File: src/rtl/seq_chunk_adder_if.sv
// rtl/seq_chunk_adder_if.sv - operand/result handshake bundle for seq_chunk_adder
// OVF member exists only when SEQ_CHUNK_ADDER_OVF_EN is defined.
interface seq_chunk_adder_if #(
  parameter int WIDTH = 8
);
  logic             START;
  logic             IN_READY;
  logic [WIDTH-1:0] A;
  logic [WIDTH-1:0] B;
  logic             Cin;
  logic [WIDTH-1:0] SUM;
  logic             Cout;
  logic             DONE;
  logic             ACK;
`ifdef SEQ_CHUNK_ADDER_OVF_EN
  logic             OVF;
`endif

  modport master (
    output START, A, B, Cin, ACK,
`ifdef SEQ_CHUNK_ADDER_OVF_EN
    input  OVF,
`endif
    input  IN_READY, SUM, Cout, DONE
  );

  modport slave (
    input  START, A, B, Cin, ACK,
`ifdef SEQ_CHUNK_ADDER_OVF_EN
    output OVF,
`endif
    output IN_READY, SUM, Cout, DONE
  );
endinterface

File: src/rtl/seq_chunk_adder.sv
// rtl/seq_chunk_adder.sv - WIDTH-bit adder processing CHUNK bits per clock via a registered carry
// Define SEQ_CHUNK_ADDER_OVF_EN to add the signed-overflow output OVF.
module seq_chunk_adder #(
  parameter int WIDTH = 8,
  parameter int CHUNK = 2
) (
  input  logic CLK,
  input  logic RST,
  seq_chunk_adder_if.slave bus
);
  localparam int CH_SAFE = (CHUNK < 1) ? 1 : CHUNK;
  localparam int NCHUNK  = WIDTH / CH_SAFE;
  localparam int CW      = (NCHUNK > 1) ? $clog2(NCHUNK) : 1;
  localparam int RW      = (NCHUNK > 1) ? WIDTH - CH_SAFE : 1;

  generate
    if (CHUNK < 1 || CHUNK > WIDTH || (WIDTH % CH_SAFE) != 0) begin : g_bad_param
      $error("seq_chunk_adder: WIDTH must be a non-zero multiple of CHUNK");
    end
  endgenerate

  typedef enum logic [1:0] {S_IDLE, S_RUN, S_DONE} state_t;

  state_t           state_q, state_d;
  logic [WIDTH-1:0] a_q, a_d, b_q, b_d;
  logic [RW-1:0]    res_q, res_d;
  logic [WIDTH-1:0] sum_q, sum_d;
  logic             cout_q, cout_d;
  logic             carry_q, carry_d;
  logic [CW-1:0]    cnt_q, cnt_d;
  logic [CHUNK:0]   csum;
  logic [RW-1:0]    res_shift;
  logic [WIDTH-1:0] full_res;
  logic             last;

  assign csum = {1'b0, a_q[CHUNK-1:0]} + {1'b0, b_q[CHUNK-1:0]} + {{CHUNK{1'b0}}, carry_q};
  assign last = (cnt_q == CW'(NCHUNK - 1));

  // res_q holds only the chunks already finished; the current chunk joins it at the top on the final edge
  generate
    if (NCHUNK == 1) begin : g_single
      assign full_res  = csum[CHUNK-1:0];
      assign res_shift = res_q;
    end else begin : g_multi
      assign full_res = {csum[CHUNK-1:0], res_q};
      if (NCHUNK == 2) begin : g_two
        assign res_shift = csum[CHUNK-1:0];
      end else begin : g_many
        assign res_shift = {csum[CHUNK-1:0], res_q[RW-1:CHUNK]};
      end
    end
  endgenerate

  always_ff @(posedge CLK) begin
    if (RST) state_q <= S_IDLE;
    else     state_q <= state_d;
  end

  always_comb begin
    state_d = state_q;
    case (state_q)
      S_IDLE:  if (bus.START) state_d = S_RUN;
      S_RUN:   if (last)      state_d = S_DONE;
      S_DONE:  if (bus.ACK)   state_d = S_IDLE;
      default:                state_d = S_IDLE;
    endcase
  end

  always_comb begin
    bus.IN_READY = (state_q == S_IDLE);
    bus.DONE     = (state_q == S_DONE);
  end

  assign bus.SUM  = sum_q;
  assign bus.Cout = cout_q;

  always_comb begin
    a_d     = a_q;
    b_d     = b_q;
    res_d   = res_q;
    sum_d   = sum_q;
    cout_d  = cout_q;
    carry_d = carry_q;
    cnt_d   = cnt_q;
    if (state_q == S_IDLE && bus.START) begin
      a_d     = bus.A;
      b_d     = bus.B;
      carry_d = bus.Cin;
      cnt_d   = '0;
    end else if (state_q == S_RUN) begin
      a_d     = a_q >> CHUNK;
      b_d     = b_q >> CHUNK;
      res_d   = res_shift;
      carry_d = csum[CHUNK];
      cnt_d   = cnt_q + CW'(1);
      if (last) begin
        sum_d  = full_res;
        cout_d = csum[CHUNK];
      end
    end
  end

  always_ff @(posedge CLK) begin
    if (RST) begin
      a_q     <= '0;
      b_q     <= '0;
      res_q   <= '0;
      sum_q   <= '0;
      cout_q  <= 1'b0;
      carry_q <= 1'b0;
      cnt_q   <= '0;
    end else begin
      a_q     <= a_d;
      b_q     <= b_d;
      res_q   <= res_d;
      sum_q   <= sum_d;
      cout_q  <= cout_d;
      carry_q <= carry_d;
      cnt_q   <= cnt_d;
    end
  end

`ifdef SEQ_CHUNK_ADDER_OVF_EN
  logic ovf_q, ovf_d;

  // carry into the MSB is recovered from the MSB sum bit and its operand bits
  always_comb begin
    ovf_d = ovf_q;
    if (state_q == S_RUN && last)
      ovf_d = csum[CHUNK] ^ (csum[CHUNK-1] ^ a_q[CHUNK-1] ^ b_q[CHUNK-1]);
  end

  always_ff @(posedge CLK) begin
    if (RST) ovf_q <= 1'b0;
    else     ovf_q <= ovf_d;
  end

  assign bus.OVF = ovf_q;
`endif
endmodule

File: src/flat_wrapper.sv
// flat-port wrapper written by rule: the top's interface ports become plain ports
module seq_chunk_adder_flat 
#(
  parameter int WIDTH = 8,
  parameter int CHUNK = 2
)
  (CLK, RST, bus_START, bus_A, bus_B, bus_Cin, bus_ACK, bus_IN_READY, bus_SUM, bus_Cout, bus_DONE);
  seq_chunk_adder_if #(.WIDTH(WIDTH)) bus_i ();
  input  logic CLK;
  input  logic RST;
  input wire logic [$bits(bus_i.START)-1:0] bus_START;
  input wire logic [$bits(bus_i.A)-1:0] bus_A;
  input wire logic [$bits(bus_i.B)-1:0] bus_B;
  input wire logic [$bits(bus_i.Cin)-1:0] bus_Cin;
  input wire logic [$bits(bus_i.ACK)-1:0] bus_ACK;
  output wire logic [$bits(bus_i.IN_READY)-1:0] bus_IN_READY;
  output wire logic [$bits(bus_i.SUM)-1:0] bus_SUM;
  output wire logic [$bits(bus_i.Cout)-1:0] bus_Cout;
  output wire logic [$bits(bus_i.DONE)-1:0] bus_DONE;
  assign bus_i.START = bus_START;
  assign bus_i.A = bus_A;
  assign bus_i.B = bus_B;
  assign bus_i.Cin = bus_Cin;
  assign bus_i.ACK = bus_ACK;
  assign bus_IN_READY = bus_i.IN_READY;
  assign bus_SUM = bus_i.SUM;
  assign bus_Cout = bus_i.Cout;
  assign bus_DONE = bus_i.DONE;
  seq_chunk_adder #(.WIDTH(WIDTH), .CHUNK(CHUNK)) u_core (.CLK(CLK), .RST(RST), .bus(bus_i));
endmodule
File: config.mk
export PLATFORM = sky130hd
export DESIGN_NAME = seq_chunk_adder_flat
export DESIGN_NICKNAME = d
export VERILOG_FILES = /design/src/rtl/seq_chunk_adder_if.sv /design/src/rtl/seq_chunk_adder.sv /design/src/flat_wrapper.sv
export SDC_FILE = /design/constraint.sdc
export NUM_CORES = 1
export LEC_CHECK = 0
export ABC_CLOCK_PERIOD_IN_PS = 1950
export BUFFER_PORTS_ARGS = -buffer_cell sky130_fd_sc_hd__buf_2
export CAP_MARGIN = 0
export CORE_UTILIZATION = 53
export DETAILED_ROUTE_END_ITERATION = 10
export GPL_TIMING_DRIVEN = 0
export PLACE_DENSITY = 0.78
export RECOVER_POWER = 50
export SYNTH_ARGS = -nofsm -noshare
export SYNTH_HDL_FRONTEND = slang
export SYNTH_SLANG_ARGS = --single-unit
File: constraint.sdc
create_clock -name CLK -period 1.95 [get_ports CLK]
set_input_delay 0.0975 -clock CLK [delete_from_list [all_inputs] [get_ports CLK]]
set_output_delay 0.0975 -clock CLK [all_outputs]
set_load 0.03 [all_outputs]
==> flow_summary.json, run 1 <==
{
  "grt_use_total": 0.239,
  "hpwlAfterDp_um": 2380,
  "yosysUniqueCellTypes": 27,
  "clkPwrFrac": 0.351,
  "drc": 0,
  "grt_max_degree": 13,
  "tightest_slew_ps": 562,
  "first_pass_iters": 4,
  "multi_input_area_sq_um": 716,
  "rr_startpoint": "u_core.state_q[0]",
  "path_clk_slew_ps": 120,
  "ys_ff_latch": 36,
  "grt_pass1_wl_um": 5750,
  "rsz0062_at_grt": "no",
  "period_share": 0.901,
  "relSlewSlack": 0.625,
  "place_area_sq_um": 1740,
  "worstHoldStart": "bus_A[3]",
  "cts.htree.levels": 2,
  "finalSetupViolCount": 0,
  "maxSlewViolCount": 0,
  "syn-cell-area_sq_um": 1550,
  "cts_resized": 0,
  "clockBufferDepth": 2,
  "nFillCells": 248,
  "yosysSeqAreaShare": 0.465,
  "path_class": "register to register",
  "final_common_cell": "dfxtp_1",
  "io_buffers": 30,
  "intPower_uw": 1130,
  "ys_warn_count": 0,
  "tritoncts": "done",
  "cts_root_buffer": "clkbuf_4",
  "powerDensity_nw_per_um2": 837,
  "start_util": 0.562,
  "rows": 19,
  "drive_above_1_share": 0.180,
  "synth_cells": 185,
  "leakagePower_uw": 0.000713,
  "finClkSkew_ps": 13.0,
  "ios": 32,
  "nets": 251,
  "maxCapViolCount": 0,
  "synth_nets": 209,
  "cts_sinks": 36,
  "cp_max_fo": 10,
  "cts_buffers": 5,
  "antenna_cells": 0,
  "fin_crit_ps": 1760,
  "viasPerCell": 5.54,
  "clock_latency_ps": 350,
  "drt_iter0_drc": 35,
  "peakVddDrop_mv": 0.780,
  "antenna_found_initial": 0,
  "regArea_sq_um": 721,
  "power.switching_uw": 408,
  "crit-reg2reg-capture": "u_core.bus.SUM[7]",
  "grt_pass1_vias": 1318,
  "cp.arrival_ps": 2020,
  "finalWirelength_um": 3590,
  "power_frac_seq": 0.520,
  "hold_viol": 0,
  "dieWidth_um": 56.1,
  "synth.avg_cell_area_sq_um": 8.37,
  "coreArea_sq_um": 2760,
  "rrSetupSlack_ps": 190,
  "area_delta_synth_final_pct": 18.4,
  "end_kind": "register",
  "place.gp.congestion": 0.867,
  "fin_area_sq_um": 1830,
  "die_h_um": 56.1,
  "postRouteAntennaNets": 0,
  "num_vias": 1435,
  "final_cell_mix": "dfxtp_1 (36), nand2_1 (32), a21oi_1 (32)",
  "combPwrFrac": 0.129,
  "wire_per_inst_um": 13.9,
  "p_sw_frac": 0.266,
  "fin_util": 0.665,
  "start_kind": "register",
  "grt_overflow": 0,
  "timing.fmax_ghz": 0.569,
  "outcome": "complete, no violations",
  "tns_ps": 0,
  "cp.required_ps": 2220,
  "design.die.area_sq_um": 3140,
  "hold_path_end": "u_core.a_q[3]",
  "hold_class": "primary input to register",
  "r2r_cells": 5,
  "min_path_cells": 3
}
==> flip-flops by register name (all words and copies together) (netlist names) <==
signal,cells
u_core.bus.Cout,1
u_core.a_q,8
u_core.bus.SUM,8
u_core.res_q,6
u_core.cnt_q,2
u_core.carry_q,1
u_core.b_q,8
u_core.state_q,2
==> cell usage after synthesis, drive strengths merged <==
cell type | n | area share
nand3b | 1 | 0.0048
o21a | 1 | 0.0048
fa | 2 | 0.026
ha | 1 | 0.0081
or2b | 1 | 0.0048
buf | 11 | 0.048
inv | 6 | 0.015
nand2b | 1 | 0.0040
nor2 | 24 | 0.058
nor3 | 3 | 0.0097
a21oi | 32 | 0.10
dfxtp | 36 | 0.47
clkbuf | 4 | 0.0097
mux2i | 2 | 0.013
a211oi | 13 | 0.063
xnor2 | 1 | 0.0057
a221oi | 1 | 0.0057
nand2 | 32 | 0.078
and3b | 1 | 0.0065
nor2b | 2 | 0.0081
nand3 | 4 | 0.013
nor3b | 1 | 0.012
o221a | 4 | 0.029
or3b | 1 | 0.0057
==> layout make-up <==
class                   count  area share
flip-flops and latches     36       0.393
multi-input cells         128       0.390
repair buffers             35       0.103
plain buffers              15      0.0368
clock inverters             3      0.0232
well taps                  31      0.0211
clock buffers               5      0.0205
inverters                   6      0.0123
==> kinds of logic after synthesis <==
group | count (synthesis) | share of synthesized area
flip-flops | 36 | 0.465
adder cells (fa/ha/maj) | 3 | 0.0339
AND/OR/NAND/NOR | 71 | 0.204
AO/OA/AOI/OAI | 51 | 0.206
buffers and inverters | 21 | 0.0719
XOR/XNOR | 1 | 0.00566
multiplexers | 2 | 0.0129
==> critical path: stages (launching register included) <==
cell and delay (ps):
dfxtp_1 460, clkbuf_1 400, and3b_1 270, clkbuf_2 230, nor2_1 60, a211oi_1 230
==> how the worst max path moves through the flow <==
stage	depth (start not counted)	from	slack, ps	end
finish	5	u_core.state_q[0]	190	u_core.bus.SUM[7]
global route	5	u_core.state_q[0]	100	u_core.bus.SUM[7]
CTS	5	u_core.carry_q	200	u_core.carry_q
detailed placement	5	u_core.carry_q	230	u_core.carry_q
global placement	5	u_core.carry_q	270	u_core.carry_q
floorplan	5	u_core.carry_q	350	u_core.carry_q
==> power by group through the flow <==
stage               logic [uW]  clock network [uW]  registers (uW)
floorplan                  138                   0             807
global placement           187                   0             812
detailed placement         192                   0             814
CTS                        202                 544             797
global route               219                 569             802
finish                     198                 539             798
==> metrics by stage <==
step	instances	hold slack [ps]	worst slack (ps)	power [uW]
floorplan	185	234	349	945
global placement	246	340	265	999
detailed placement	246	348	225	1010
CTS	259	17.6	198	1540
global route	259	39.1	99.1	1590
finish	259	30.7	194	1530
==> timing repair <==
action / CTS / global route
setup buffers: 0 / 0
hold buffers: 5 / 0
endpoints found under the hold margin: 5 / 0
endpoints found under the setup margin: 0 / 0
==> metal layers <==
metal  share of wire  GRT usage  vias up  wire [um]
li1                -          -      711          -
met1            0.43      0.276      666       1540
met2            0.51      0.420       49       1810
met3           0.049     0.0581        9        177
met4           0.016     0.0976        0         59
met5               0          0        -          0
(Power assumes the default switching activity.)
==> run 2: changes to the inputs <==
--- a/config.mk
+++ b/config.mk
@@ -5,14 +5,16 @@
 export SDC_FILE = /design/constraint.sdc
 export NUM_CORES = 1
 export LEC_CHECK = 0
-export ABC_CLOCK_PERIOD_IN_PS = 1950
+export ABC_CLOCK_PERIOD_IN_PS = 2200
 export BUFFER_PORTS_ARGS = -buffer_cell sky130_fd_sc_hd__buf_2
 export CAP_MARGIN = 0
-export CORE_UTILIZATION = 53
+export CORE_UTILIZATION = 55
+export CTS_BUF_LIST = sky130_fd_sc_hd__clkbuf_8
 export DETAILED_ROUTE_END_ITERATION = 10
 export GPL_TIMING_DRIVEN = 0
-export PLACE_DENSITY = 0.78
+export PLACE_DENSITY = 0.8
 export RECOVER_POWER = 50
+export SLEW_MARGIN = 30
 export SYNTH_ARGS = -nofsm -noshare
 export SYNTH_HDL_FRONTEND = slang
 export SYNTH_SLANG_ARGS = --single-unit
==> constraint.sdc (replaced) <==
create_clock -name CLK -period 2.2 [get_ports CLK]
set_input_delay 0.11 -clock CLK [delete_from_list [all_inputs] [get_ports CLK]]
set_output_delay 0.11 -clock CLK [all_outputs]
set_load 0.03 [all_outputs]
==> run 2 against run 1 <==
  * Clock-buffer cell count is the same
  * Sequential power shrank 11%
  * Core utilization grew 4.3 points
  * Global-route usage grew 3.1 points
  * Worst setup slack gained 220 ps
  * Combinational power shrank 14%
  * Die area shrank 3.5%
  * Routed wire length shrank 1.9%
  * Sequential share of layout area grew 0.35 points
  * Critical path type unchanged
==> flow_summary.json, run 2 (synthesized netlist as in run 1, its figures left out) <==
{
  "grt_overflow": 0,
  "path_class": "register to register",
  "finalSetupViolCount": 0,
  "combPwrFrac": 0.118,
  "power.switching_uw": 357,
  "startpoint": "u_core.carry_q",
  "worstHoldStart": "bus_B[6]",
  "grt_pass1_vias": 1234,
  "grt_use_total": 0.270,
  "clkPwrFrac": 0.393,
  "wire_per_inst_um": 13.9,
  "hold_viol": 0,
  "crit-reg2reg-capture": "u_core.carry_q",
  "maxSlewViolCount": 0,
  "coreArea_sq_um": 2570,
  "path_clk_slew_ps": 70,
  "grt_max_degree": 12,
  "outcome": "complete, no violations",
  "tightest_slew_ps": 560,
  "area_delta_synth_final_pct": 17.4,
  "drt_iter0_drc": 47,
  "design.die.area_sq_um": 3030,
  "cp_max_fo": 2,
  "drc": 0,
  "tns_ps": 0,
  "num_vias": 1377,
  "first_pass_iters": 4,
  "cts_buffers": 5,
  "peakVddDrop_mv": 1.01,
  "fin_crit_ps": 1790,
  "viasPerCell": 5.44,
  "rows": 18,
  "dieWidth_um": 55.1,
  "hold_path_end": "u_core.b_q[6]",
  "powerDensity_nw_per_um2": 796,
  "start_kind": "register",
  "rsz0062_at_grt": "no",
  "r2r_cells": 5,
  "rr_startpoint": "u_core.carry_q",
  "intPower_uw": 1090,
  "cp.required_ps": 2440,
  "clock_latency_ps": 290,
  "antenna_cells": 0,
  "antenna_found_initial": 0,
  "p_sw_frac": 0.247,
  "ios": 32,
  "final_common_cell": "dfxtp_1",
  "die_h_um": 55.1,
  "clockBufferDepth": 2,
  "nFillCells": 226,
  "final_cell_mix": "dfxtp_1 (36), nand2_1 (32), a21oi_1 (32)",
  "timing.fmax_ghz": 0.559,
  "power.total_uw": 1450,
  "power_frac_seq": 0.489,
  "nets": 246,
  "hpwlAfterDp_um": 2360,
  "relSlewSlack": 0.627,
  "hold_class": "primary input to register",
  "cts_resized": 0,
  "drive_above_1_share": 0.175,
  "leakagePower_uw": 0.000706,
  "tritoncts": "done",
  "grt_pass1_wl_um": 5580,
  "min_path_cells": 3,
  "postRouteAntennaNets": 0,
  "ctsHoldBuffers": 0,
  "post_cts_buffers": 0,
  "end_kind": "register",
  "cts.htree.levels": 2,
  "io_buffers": 30,
  "place.gp.congestion": 0.834,
  "rrSetupSlack_ps": 410,
  "start_util": 0.603,
  "period_share": 0.813,
  "finClkSkew_ps": 6.00,
  "maxCapViolCount": 0,
  "cp.arrival_ps": 2030,
  "cts_sinks": 36,
  "cts_root_buffer": "clkbuf_8",
  "finalWirelength_um": 3520
}
[run 2: cell count changes in the layout (fill, tap and decap cells not counted)]
| cell | change |
|---|---|
| inv_1 | +1 |
| clkbuf_2 | -1 |
| dlygate4sd3_1 | -5 |
| clkbuf_8 | +5 |
| buf_6 | +1 |
| buf_4 | +1 |
| clkbuf_4 | -5 |
| clkbuf_1 | +1 |
| clkinvlp_4 | -1 |
| buf_2 | -2 |
[run 2: final cells by class]
cell class | instances | area [sq um] | area share
clock inverters | 3 | 38.8 | 0.0213
plain buffers | 15 | 75.1 | 0.0413
multi-input cells | 128 | 716 | 0.394
flip-flops and latches | 36 | 721 | 0.396
inverters | 6 | 22.5 | 0.0124
repair buffers | 30 | 139 | 0.0764
clock buffers | 5 | 68.8 | 0.0379
well taps | 30 | 37.5 | 0.0206
[run 2: metrics by stage]
step                cells  area (sq um)  hold WS, ps  setup WS (ps)  utilization
floorplan             185          1550          246            599            -
global placement      245          1740          354            513        0.676
detailed placement    245          1740          358            440        0.676
CTS                   253          1840         48.5            421        0.718
global route          253          1820         53.3            305        0.708
finish                253          1820         54.8            412        0.708
[run 2: worst max path at each step]
| stage | end | depth (start not counted) |
|---|---|---|
| 4_1_cts | u_core.carry_q | 5 |
| 3_3_place_gp | u_core.carry_q | 5 |
| 6_report | u_core.carry_q | 5 |
| 3_5_place_dp | u_core.carry_q | 5 |
| 2_1_floorplan | u_core.carry_q | 5 |
| 5_1_grt | bus_IN_READY | 4 |
[run 2: power by group through the flow]
stage          Combinational, uW  Clock, uW  Sequential, uW
5_1_grt                      192        597             711
2_1_floorplan                123          0             715
3_3_place_gp                 166          0             719
4_1_cts                      173        572             707
6_report                     170        568             708
3_5_place_dp                 170          0             721
[run 2: per-layer routing]
metal,share of wire,global-route usage
met2,0.48,0.442
met4,0.0077,0.0625
met5,0,0
met3,0.069,0.109
met1,0.45,0.332
[run 2: critical path: stages, from the launching register on]
cell,delay (ps)
dfxtp_1,340
inv_1,70
fa_1,440
fa_1,410
a221oi_1,310
o21a_1,160
